$ cat config.mk
export PLATFORM = sky130hd
export DESIGN_NAME = bounce_motion_engine_flat
export DESIGN_NICKNAME = d
export VERILOG_FILES = /design/src/rtl/bounce_pkg.sv /design/src/rtl/bounce_motion_engine_if.sv /design/src/rtl/bounce_obj_step.sv /design/src/rtl/bounce_motion_engine.sv /design/src/flat_wrapper.sv
export SDC_FILE = /design/constraint.sdc
export NUM_CORES = 1
export LEC_CHECK = 0
export CAP_MARGIN = 10
export CORE_MARGIN = 3
export CORE_UTILIZATION = 59
export CTS_CLUSTER_DIAMETER = 30
export DETAILED_ROUTE_END_ITERATION = 10
export GPL_ROUTABILITY_DRIVEN = 0
export PLACE_DENSITY = 0.76
export SYNTH_ARGS = -nofsm -noshare
export SYNTH_HDL_FRONTEND = slang
export SYNTH_SLANG_ARGS = --single-unit
$ cat constraint.sdc
create_clock -name clk -period 7.07 [get_ports clk]
set_input_delay 1.0605 -clock clk [delete_from_list [all_inputs] [get_ports clk]]
set_output_delay 1.0605 -clock clk [all_outputs]
set_load 0.01 [all_outputs]
$ cat src/rtl/bounce_pkg.sv
// bounce_pkg: shared definitions for the bouncing-sprite motion engine.
//   - default display geometry and sprite size
//   - per-object state struct (obj_state_t)
//   - sweep FSM state type (fsm_state_t)
//   - LFSR seed/taps for the optional speed jitter
// Optional feature macro: BOUNCE_JITTER_EN (adds per-axis speed fields and
// LFSR constants).
package bounce_pkg;

  localparam int COORD_W      = 10;
  localparam int DISP_W_DEF   = 640;
  localparam int DISP_H_DEF   = 480;
  localparam int OBJ_SIZE_DEF = 128;

`ifdef BOUNCE_JITTER_EN
  // Speed range is 1..4, so three bits are enough.
  localparam int SPD_W = 3;
  localparam logic [7:0] LFSR_SEED = 8'hA5;
  // Taps 8,6,5,4 (1-based) -> bits 7,5,4,3.
  localparam logic [7:0] LFSR_TAPS = 8'b1011_1000;
`endif

  typedef enum logic [0:0] {
    ST_IDLE   = 1'b0,
    ST_UPDATE = 1'b1
  } fsm_state_t;

  // dir_x: 1 = moving right; dir_y: 1 = moving down.
  typedef struct packed {
    logic [COORD_W-1:0] left;
    logic [COORD_W-1:0] top;
    logic               dir_x;
    logic               dir_y;
    logic [2:0]         color;
`ifdef BOUNCE_JITTER_EN
    logic [SPD_W-1:0]   sx;
    logic [SPD_W-1:0]   sy;
`endif
  } obj_state_t;

endpackage

$ cat src/rtl/bounce_motion_engine_if.sv
// bounce_motion_engine_if: groups the frame-control and pixel-query signals
// of the motion engine.
//   master (screensaver top side): drives frame_start, pause, pix_x, pix_y;
//                                  receives pixel results, busy, bounce.
//   slave  (motion engine):        the reverse.
// Signalling: there is no valid/ready pair. frame_start is a single-cycle
// request pulse that is accepted only when the engine is idle and pause is
// low; otherwise it is dropped, never queued. busy is high for exactly
// NUM_OBJ cycles per accepted request. pix_x/pix_y are sampled every cycle
// and the pixel results appear one cycle later.
interface bounce_motion_engine_if #(
  parameter int NUM_OBJ  = 4,
  parameter int OBJ_SIZE = 128,
  parameter int COORD_W  = 10
);
  localparam int ID_W = (NUM_OBJ > 1) ? $clog2(NUM_OBJ) : 1;
  localparam int L_W  = $clog2(OBJ_SIZE);

  logic               frame_start;
  logic               pause;
  logic [COORD_W-1:0] pix_x;
  logic [COORD_W-1:0] pix_y;
  logic               obj_hit;
  logic [ID_W-1:0]    obj_id;
  logic [L_W-1:0]     obj_lx;
  logic [L_W-1:0]     obj_ly;
  logic [2:0]         obj_color;
  logic               busy;
  logic [NUM_OBJ-1:0] bounce;

  modport master (
    output frame_start, pause, pix_x, pix_y,
    input  obj_hit, obj_id, obj_lx, obj_ly, obj_color, busy, bounce
  );

  modport slave (
    input  frame_start, pause, pix_x, pix_y,
    output obj_hit, obj_id, obj_lx, obj_ly, obj_color, busy, bounce
  );
endinterface

$ cat src/rtl/bounce_obj_step.sv
// bounce_obj_step: combinational one-frame move of a single object on both
// axes, with wall clamping, direction reversal and colour stepping.
// Ports:
//   cur     in   current object state
//   step_x  in   px to move along x this frame
//   step_y  in   px to move along y this frame
//   rnd     in   2 random bits for the new speed (BOUNCE_JITTER_EN only)
//   nxt     out  object state after the move
//   bounce  out  1 if either axis hit a wall
// Optional feature macro: BOUNCE_JITTER_EN.
module bounce_obj_step
  import bounce_pkg::*;
#(
  parameter int DISP_W   = DISP_W_DEF,
  parameter int DISP_H   = DISP_H_DEF,
  parameter int OBJ_SIZE = OBJ_SIZE_DEF
) (
  input  obj_state_t         cur,
  input  logic [COORD_W-1:0] step_x,
  input  logic [COORD_W-1:0] step_y,
`ifdef BOUNCE_JITTER_EN
  input  logic [1:0]         rnd,
`endif
  output obj_state_t         nxt,
  output logic               bounce
);
  localparam logic [COORD_W-1:0] MAX_X = COORD_W'(DISP_W - OBJ_SIZE);
  localparam logic [COORD_W-1:0] MAX_Y = COORD_W'(DISP_H - OBJ_SIZE);

  // One extra bit so left+step cannot wrap before the wall compare.
  logic [COORD_W:0] sum_x;
  logic [COORD_W:0] sum_y;
  logic             bx;
  logic             by;

  assign sum_x = {1'b0, cur.left} + {1'b0, step_x};
  assign sum_y = {1'b0, cur.top}  + {1'b0, step_y};

  always_comb begin
    nxt = cur;
    bx  = 1'b0;
    by  = 1'b0;

    if (!cur.dir_x) begin
      if (cur.left <= step_x) begin
        nxt.left  = '0;
        nxt.dir_x = 1'b1;
        bx        = 1'b1;
      end else begin
        nxt.left = cur.left - step_x;
      end
    end else begin
      if (sum_x >= {1'b0, MAX_X}) begin
        nxt.left  = MAX_X;
        nxt.dir_x = 1'b0;
        bx        = 1'b1;
      end else begin
        nxt.left = sum_x[COORD_W-1:0];
      end
    end

    if (!cur.dir_y) begin
      if (cur.top <= step_y) begin
        nxt.top   = '0;
        nxt.dir_y = 1'b1;
        by        = 1'b1;
      end else begin
        nxt.top = cur.top - step_y;
      end
    end else begin
      if (sum_y >= {1'b0, MAX_Y}) begin
        nxt.top   = MAX_Y;
        nxt.dir_y = 1'b0;
        by        = 1'b1;
      end else begin
        nxt.top = sum_y[COORD_W-1:0];
      end
    end

    // A corner hit steps the colour only once.
    if (bx || by) begin
      nxt.color = cur.color + 3'd1;
    end

`ifdef BOUNCE_JITTER_EN
    if (bx) nxt.sx = SPD_W'(rnd) + SPD_W'(1);
    if (by) nxt.sy = SPD_W'(rnd) + SPD_W'(1);
`endif
  end

  assign bounce = bx | by;

endmodule

$ cat src/rtl/bounce_motion_engine.sv
// bounce_motion_engine: moves NUM_OBJ square sprites that bounce off the
// display edges once per frame, and reports per pixel which sprite covers
// the beam position.
// Ports:
//   clk        in   pixel clock
//   reset      in   synchronous, active-high reset
//   bus        slave modport of bounce_motion_engine_if:
//                frame_start/pause in, pix_x/pix_y in,
//                obj_hit/obj_id/obj_lx/obj_ly/obj_color out (latency 1),
//                busy out (update sweep running), bounce out (per-object pulse)
//   dbg_state  out  current sweep FSM state
// Coordinate width is bounce_pkg::COORD_W.
// Optional feature macro: BOUNCE_JITTER_EN (LFSR-driven speed change on
// every wall bounce).
module bounce_motion_engine
  import bounce_pkg::*;
#(
  parameter int NUM_OBJ  = 4,
  parameter int OBJ_SIZE = OBJ_SIZE_DEF,
  parameter int DISP_W   = DISP_W_DEF,
  parameter int DISP_H   = DISP_H_DEF,
  parameter int STEP     = 1
) (
  input  logic                  clk,
  input  logic                  reset,
  bounce_motion_engine_if.slave bus,
  output fsm_state_t            dbg_state
);
  localparam int ID_W = (NUM_OBJ > 1) ? $clog2(NUM_OBJ) : 1;
  localparam int L_W  = $clog2(OBJ_SIZE);
  localparam logic [ID_W-1:0] LAST_IDX = ID_W'(NUM_OBJ - 1);

  obj_state_t         objs [NUM_OBJ];
  obj_state_t         cur_obj;
  obj_state_t         nxt_obj;
  logic               step_bounce;
  logic [COORD_W-1:0] step_x;
  logic [COORD_W-1:0] step_y;

  fsm_state_t         state;
  logic [ID_W-1:0]    idx;
  logic               busy_q;
  logic [NUM_OBJ-1:0] bounce_q;

  function automatic obj_state_t reset_obj(input int i);
    obj_state_t o;
    o       = '0;
    o.left  = COORD_W'((200 + 37 * i) % (DISP_W - OBJ_SIZE));
    o.top   = COORD_W'((200 + 53 * i) % (DISP_H - OBJ_SIZE));
    o.dir_x = 1'b1;
    o.dir_y = i[0];
    o.color = 3'(i % 8);
`ifdef BOUNCE_JITTER_EN
    o.sx    = SPD_W'(STEP);
    o.sy    = SPD_W'(STEP);
`endif
    return o;
  endfunction

  // A single step unit is shared by all objects; the sweep feeds it one
  // object per cycle.
  assign cur_obj = objs[idx];

`ifdef BOUNCE_JITTER_EN
  logic [7:0] lfsr;

  assign step_x = COORD_W'(cur_obj.sx);
  assign step_y = COORD_W'(cur_obj.sy);

  always_ff @(posedge clk) begin
    if (reset) lfsr <= LFSR_SEED;
    else       lfsr <= {lfsr[6:0], ^(lfsr & LFSR_TAPS)};
  end
`else
  assign step_x = COORD_W'(STEP);
  assign step_y = COORD_W'(STEP);
`endif

  bounce_obj_step #(
    .DISP_W   (DISP_W),
    .DISP_H   (DISP_H),
    .OBJ_SIZE (OBJ_SIZE)
  ) u_step (
    .cur    (cur_obj),
    .step_x (step_x),
    .step_y (step_y),
`ifdef BOUNCE_JITTER_EN
    .rnd    (lfsr[1:0]),
`endif
    .nxt    (nxt_obj),
    .bounce (step_bounce)
  );

  // Sweep FSM. busy mirrors the UPDATE state so it is high for exactly
  // NUM_OBJ cycles; bounce for an object lands one cycle after its update.
  always_ff @(posedge clk) begin
    if (reset) begin
      state    <= ST_IDLE;
      idx      <= '0;
      busy_q   <= 1'b0;
      bounce_q <= '0;
      for (int i = 0; i < NUM_OBJ; i++) begin
        objs[i] <= reset_obj(i);
      end
    end else begin
      bounce_q <= '0;
      case (state)
        ST_IDLE: begin
          if (bus.frame_start && !bus.pause) begin
            state  <= ST_UPDATE;
            idx    <= '0;
            busy_q <= 1'b1;
          end
        end
        ST_UPDATE: begin
          objs[idx]     <= nxt_obj;
          bounce_q[idx] <= step_bounce;
          if (idx == LAST_IDX) begin
            state  <= ST_IDLE;
            busy_q <= 1'b0;
          end else begin
            idx <= idx + ID_W'(1);
          end
        end
        default: begin
          state  <= ST_IDLE;
          busy_q <= 1'b0;
        end
      endcase
    end
  end

  // Pixel path. Offsets wrap modulo 2^COORD_W, so a beam left of / above an
  // object yields a large offset and fails the size compare. Scanning from
  // the highest index down lets the lowest covering index win.
  logic               hit_c;
  logic [ID_W-1:0]    id_c;
  logic [L_W-1:0]     lx_c;
  logic [L_W-1:0]     ly_c;
  logic [2:0]         col_c;
  logic [COORD_W-1:0] dx;
  logic [COORD_W-1:0] dy;

  always_comb begin
    hit_c = 1'b0;
    id_c  = '0;
    lx_c  = '0;
    ly_c  = '0;
    col_c = '0;
    dx    = '0;
    dy    = '0;
    for (int i = NUM_OBJ - 1; i >= 0; i--) begin
      dx = bus.pix_x - objs[i].left;
      dy = bus.pix_y - objs[i].top;
      if (dx < COORD_W'(OBJ_SIZE) && dy < COORD_W'(OBJ_SIZE)) begin
        hit_c = 1'b1;
        id_c  = ID_W'(i);
        lx_c  = dx[L_W-1:0];
        ly_c  = dy[L_W-1:0];
        col_c = objs[i].color;
      end
    end
  end

  logic            hit_q;
  logic [ID_W-1:0] id_q;
  logic [L_W-1:0]  lx_q;
  logic [L_W-1:0]  ly_q;
  logic [2:0]      col_q;

  always_ff @(posedge clk) begin
    if (reset) begin
      hit_q <= 1'b0;
      id_q  <= '0;
      lx_q  <= '0;
      ly_q  <= '0;
      col_q <= '0;
    end else begin
      hit_q <= hit_c;
      id_q  <= id_c;
      lx_q  <= lx_c;
      ly_q  <= ly_c;
      col_q <= col_c;
    end
  end

  assign bus.obj_hit   = hit_q;
  assign bus.obj_id    = id_q;
  assign bus.obj_lx    = lx_q;
  assign bus.obj_ly    = ly_q;
  assign bus.obj_color = col_q;
  assign bus.busy      = busy_q;
  assign bus.bounce    = bounce_q;
  assign dbg_state     = state;

endmodule

$ cat src/flat_wrapper.sv
// flat-port wrapper written by rule: the top's interface ports become plain ports
module bounce_motion_engine_flat import bounce_pkg::*;
#(
  parameter int NUM_OBJ  = 4,
  parameter int OBJ_SIZE = OBJ_SIZE_DEF,
  parameter int DISP_W   = DISP_W_DEF,
  parameter int DISP_H   = DISP_H_DEF,
  parameter int STEP     = 1
)
  (clk, reset, dbg_state, bus_frame_start, bus_pause, bus_pix_x, bus_pix_y, bus_obj_hit, bus_obj_id, bus_obj_lx, bus_obj_ly, bus_obj_color, bus_busy, bus_bounce);
  bounce_motion_engine_if #(.NUM_OBJ(NUM_OBJ), .OBJ_SIZE(OBJ_SIZE), .COORD_W(COORD_W)) bus_i ();
  input  logic clk;
  input  logic reset;
  output fsm_state_t dbg_state;
  input wire logic [$bits(bus_i.frame_start)-1:0] bus_frame_start;
  input wire logic [$bits(bus_i.pause)-1:0] bus_pause;
  input wire logic [$bits(bus_i.pix_x)-1:0] bus_pix_x;
  input wire logic [$bits(bus_i.pix_y)-1:0] bus_pix_y;
  output wire logic [$bits(bus_i.obj_hit)-1:0] bus_obj_hit;
  output wire logic [$bits(bus_i.obj_id)-1:0] bus_obj_id;
  output wire logic [$bits(bus_i.obj_lx)-1:0] bus_obj_lx;
  output wire logic [$bits(bus_i.obj_ly)-1:0] bus_obj_ly;
  output wire logic [$bits(bus_i.obj_color)-1:0] bus_obj_color;
  output wire logic [$bits(bus_i.busy)-1:0] bus_busy;
  output wire logic [$bits(bus_i.bounce)-1:0] bus_bounce;
  assign bus_i.frame_start = bus_frame_start;
  assign bus_i.pause = bus_pause;
  assign bus_i.pix_x = bus_pix_x;
  assign bus_i.pix_y = bus_pix_y;
  assign bus_obj_hit = bus_i.obj_hit;
  assign bus_obj_id = bus_i.obj_id;
  assign bus_obj_lx = bus_i.obj_lx;
  assign bus_obj_ly = bus_i.obj_ly;
  assign bus_obj_color = bus_i.obj_color;
  assign bus_busy = bus_i.busy;
  assign bus_bounce = bus_i.bounce;
  bounce_motion_engine #(.NUM_OBJ(NUM_OBJ), .OBJ_SIZE(OBJ_SIZE), .DISP_W(DISP_W), .DISP_H(DISP_H), .STEP(STEP)) u_core (.clk(clk), .reset(reset), .bus(bus_i), .dbg_state(dbg_state));
endmodule
==> impl_metrics.ini <==
[status]
outcome = complete, no violations

[global_route]
grt_pass1_wl_mm = 44.7
grt_pass1_vias = 8103
grt-ovfl-total = 0
grt_use_total_pct = 31.8
antenna_found_initial = 0
grt_max_degree = 27

[clock_network]
clockRootBuffer = clkbuf_16
hold_buffers = 0
cts-resized-gates = 0
post_cts_buffers = 0
cts_num_sinks = 130
tritoncts = done
numCtsBuffers = 17
clkLatencyLatePin_ns = 0.43
clk_pin_slew_ns = 0.06
h-tree-depth = 4
clk_path_buf_depth = 2

[route]
wl_per_cell_um = 21.3
routed_wl_mm = 28.5
drc = 0
detail_route.vias_per_cell = 6.40
ant_nets = 0
vias = 8557
drtPass1Iterations = 6
drt_iter0_drc = 1121

[yosys]
syn_area_um2 = 10000
seq_area_frac_synth_pct = 35.9
synth_fa_ha_area_share_pct = 12.0
syn-num-nets = 1171
synth_top_family_by_area = simple AND/OR/NAND/NOR gates
synth_edf_count = 100
yosysTopAreaCell = edfxtp_1
syn_area_per_cell_um2 = 9.49
synth_top_flop_cell = edfxtp_1
synth.area.mux_share_pct = 6.67
synth_area_leaders = edfxtp_1, ha_1, dfxtp_1, mux4_2, nor2_1
synth-seq-cells = 130
yosysWarnings = 0
synth_compound_area_share_pct = 17.0
postSynthCellCount = 1056
async_flop_share_pct = 0
yosys.area_share.simple_pct = 17.9
synth_xor_area_share_pct = 5.33
ys_types = 77
synth_top_area_share_pct = 30.0

[sta]
setup_ws_ns = 2.52
hold_violations = 0
finalCriticalPeriod_ns = 4.55
fmax_mhz = 220
slew_headroom_pct = 29.1
setup_viol = 0
rsz0062_at_grt = no
setup_tns_ns = 0
min_period_over_period_pct = 64.3
skew_ns = 0.00979
drv_slew = 0
worstMarginPinSlew_ns = 1.06

[setup_path]
path_class = primary input to register
endpoint_kind = register
path_delay_family = compound AO/OA/AOI/OAI gates
path_max_fanout = 20
crit_path_max_incr_delay_ns = 0.64
arrival_ns = 4.84
path_cells = clkdlybuf4s50_1, inv_1, fa_1, nor2b_2, o2111ai_1, a31oi_1, mux2i_1, a311oi_4, or3_1, nand3_1, a2111oi_1
critPathRequiredTime_ns = 7.37
critPathSlowestCell = or3_1
crit_path_start_kind = primary input
cp.buffers_inverters = 2

[run]
maxCapViolCount = 0

[power]
peakVddDrop_mv = 0.192
power_switching_uw = 676
p_total_uw = 2240
internal_power_uw = 1570
switching_share_pct = 30.1
pwr-share-comb_pct = 21.7
p_leak_uw = 0.00459
power_frac_seq_pct = 39.2
pwr-share-clk_pct = 39.1
cellPowerDensity_nw_per_um2 = 198

[worst_hold_path]
hp-class = register to register

[final_layout]
area.growth.synth_to_final_pct = 13.1
fillers = 1304
final_core_util_pct = 68.4
diodes = 0
final_layout_size_suffix_gt1_share_pct = 8.14
seq_area_um2 = 3600
multi_input_area_um2 = 5920
nNetsFinal = 1220
postLayoutCellArea_um2 = 11300

[place]
dp_hpwl_mm = 21.4
place_area_um2 = 10800
placement.io_buffers = 49
place_ws_ns = 2.15

[floorplanning]
start_util_pct = 60.4
rows = 47
die_w_um = 136
fp.dieH_um = 136
coreArea_um2 = 16600
die-area_um2 = 18600
pin_count = 50
==> routing by layer <==
layer  routed length, um  global-route usage, %
met1               11700                   43.4
met2               12800                   48.8
met3                3200                   9.33
met4                 786                   11.0
met5                   0                      0
==> layout make-up <==
cell class                 count  area share, %
timing repair buffer          59           4.99
multi-input combinational    794           52.2
sequential                   130           31.8
clock inverter                14           1.37
clock buffer                  18           3.78
tap                          220           2.43
inverter                     103           3.41
==> cell usage in the layout (no fill, tap or decap), drive strengths merged, types with 30 or more instances in the layout <==
cell type,instances
edfxtp,100
xnor2,35
inv,106
nor2,113
o21ai,48
nor3,37
dfxtp,30
a21oi,31
nand2,91
ha,83
clkdlybuf4s50,49
==> per-stage QoR <==
step	instances	hold WS (ns)
2_1_floorplan	1056	0.519
3_3_place_gp	1306	0.486
3_5_place_dp	1306	0.487
4_1_cts	1338	0.514
5_1_grt	1338	0.544
6_report	1338	0.522
==> synthesized netlist by cell type (all sizes together) (4+ instances only) <==
master	instances
a2111oi	4
a211oi	16
a21boi	4
a21o	18
a21oi	31
a221o	4
a221oi	7
a311oi	6
a31oi	17
and2	13
and3	19
buf	13
clkbuf	16
dfxtp	30
edfxtp	100
fa	8
ha	83
inv	102
mux2i	9
mux4	24
nand2	91
nand2b	14
nand3	23
nand3b	6
nand4	6
nor2	113
nor2b	19
nor3	37
nor4	10
o2111ai	6
o211a	6
o211ai	10
o21a	17
o21ai	48
o221ai	9
o31ai	6
or3	6
xnor2	35
xor2	26
==> worst paths after layout <==
path                            cells after the start                    startpoint  slack, ns                              end
worst max-delay path                               11                  bus_pix_y[1]       2.52  u_core.bus.obj_ly[5]$_SDFF_PP0_
worst min-delay path                                2  u_core.bus.busy$_SDFFE_PP0P_       0.52     u_core.bus.busy$_SDFFE_PP0P_
worst max register to register                      9                      register       2.97  u_core.objs[1][1]$_SDFFCE_PN0P_
worst min register to register                      2  u_core.bus.busy$_SDFFE_PP0P_       0.52     u_core.bus.busy$_SDFFE_PP0P_
==> state kept, by name, indices dropped and copies added, names as in the netlist, named ones only <==
signal and count:
u_core.objs 100, u_core.bus.obj_lx 7, u_core.bus.obj_ly 7, u_core.bus.bounce 4, u_core.bus.obj_color 3, u_core.bus.obj_id 2
u_core.idx 2, u_core.bus.busy 1, u_core.bus.obj_hit 1, u_core.dbg_state 1
==> worst reg2reg max path, delay by kind of cell (launching register included) <==
kind | cells | cell delay, ns
compound gates | 2 | 0.77
simple gates | 3 | 0.47
fa+ha+maj | 1 | 0.31
mux | 2 | 1.15
buf+inv | 1 | 0.14
flops | 1 | 0.97
==> logic make-up (layout without fill, tap and decap cells) <==
| logic type | after synthesis | count (layout) |
|---|---|---|
| compound gates | 236 | 236 |
| xor+xnor | 61 | 61 |
| fa+ha+maj | 91 | 91 |
| buf+inv | 132 | 194 |
| flops | 130 | 130 |
| mux | 36 | 36 |
| simple gates | 370 | 370 |
==> power by group through the flow <==
stage	Sequential [uW]	Combinational (uW)	Clock, uW
after detailed placement	894	474	0
after global routing	882	530	909
after floorplan	880	340	0
after global placement	893	466	0
after CTS	878	479	878
final	880	486	877
No activity file was read; power rests on OpenSTA's default activity.
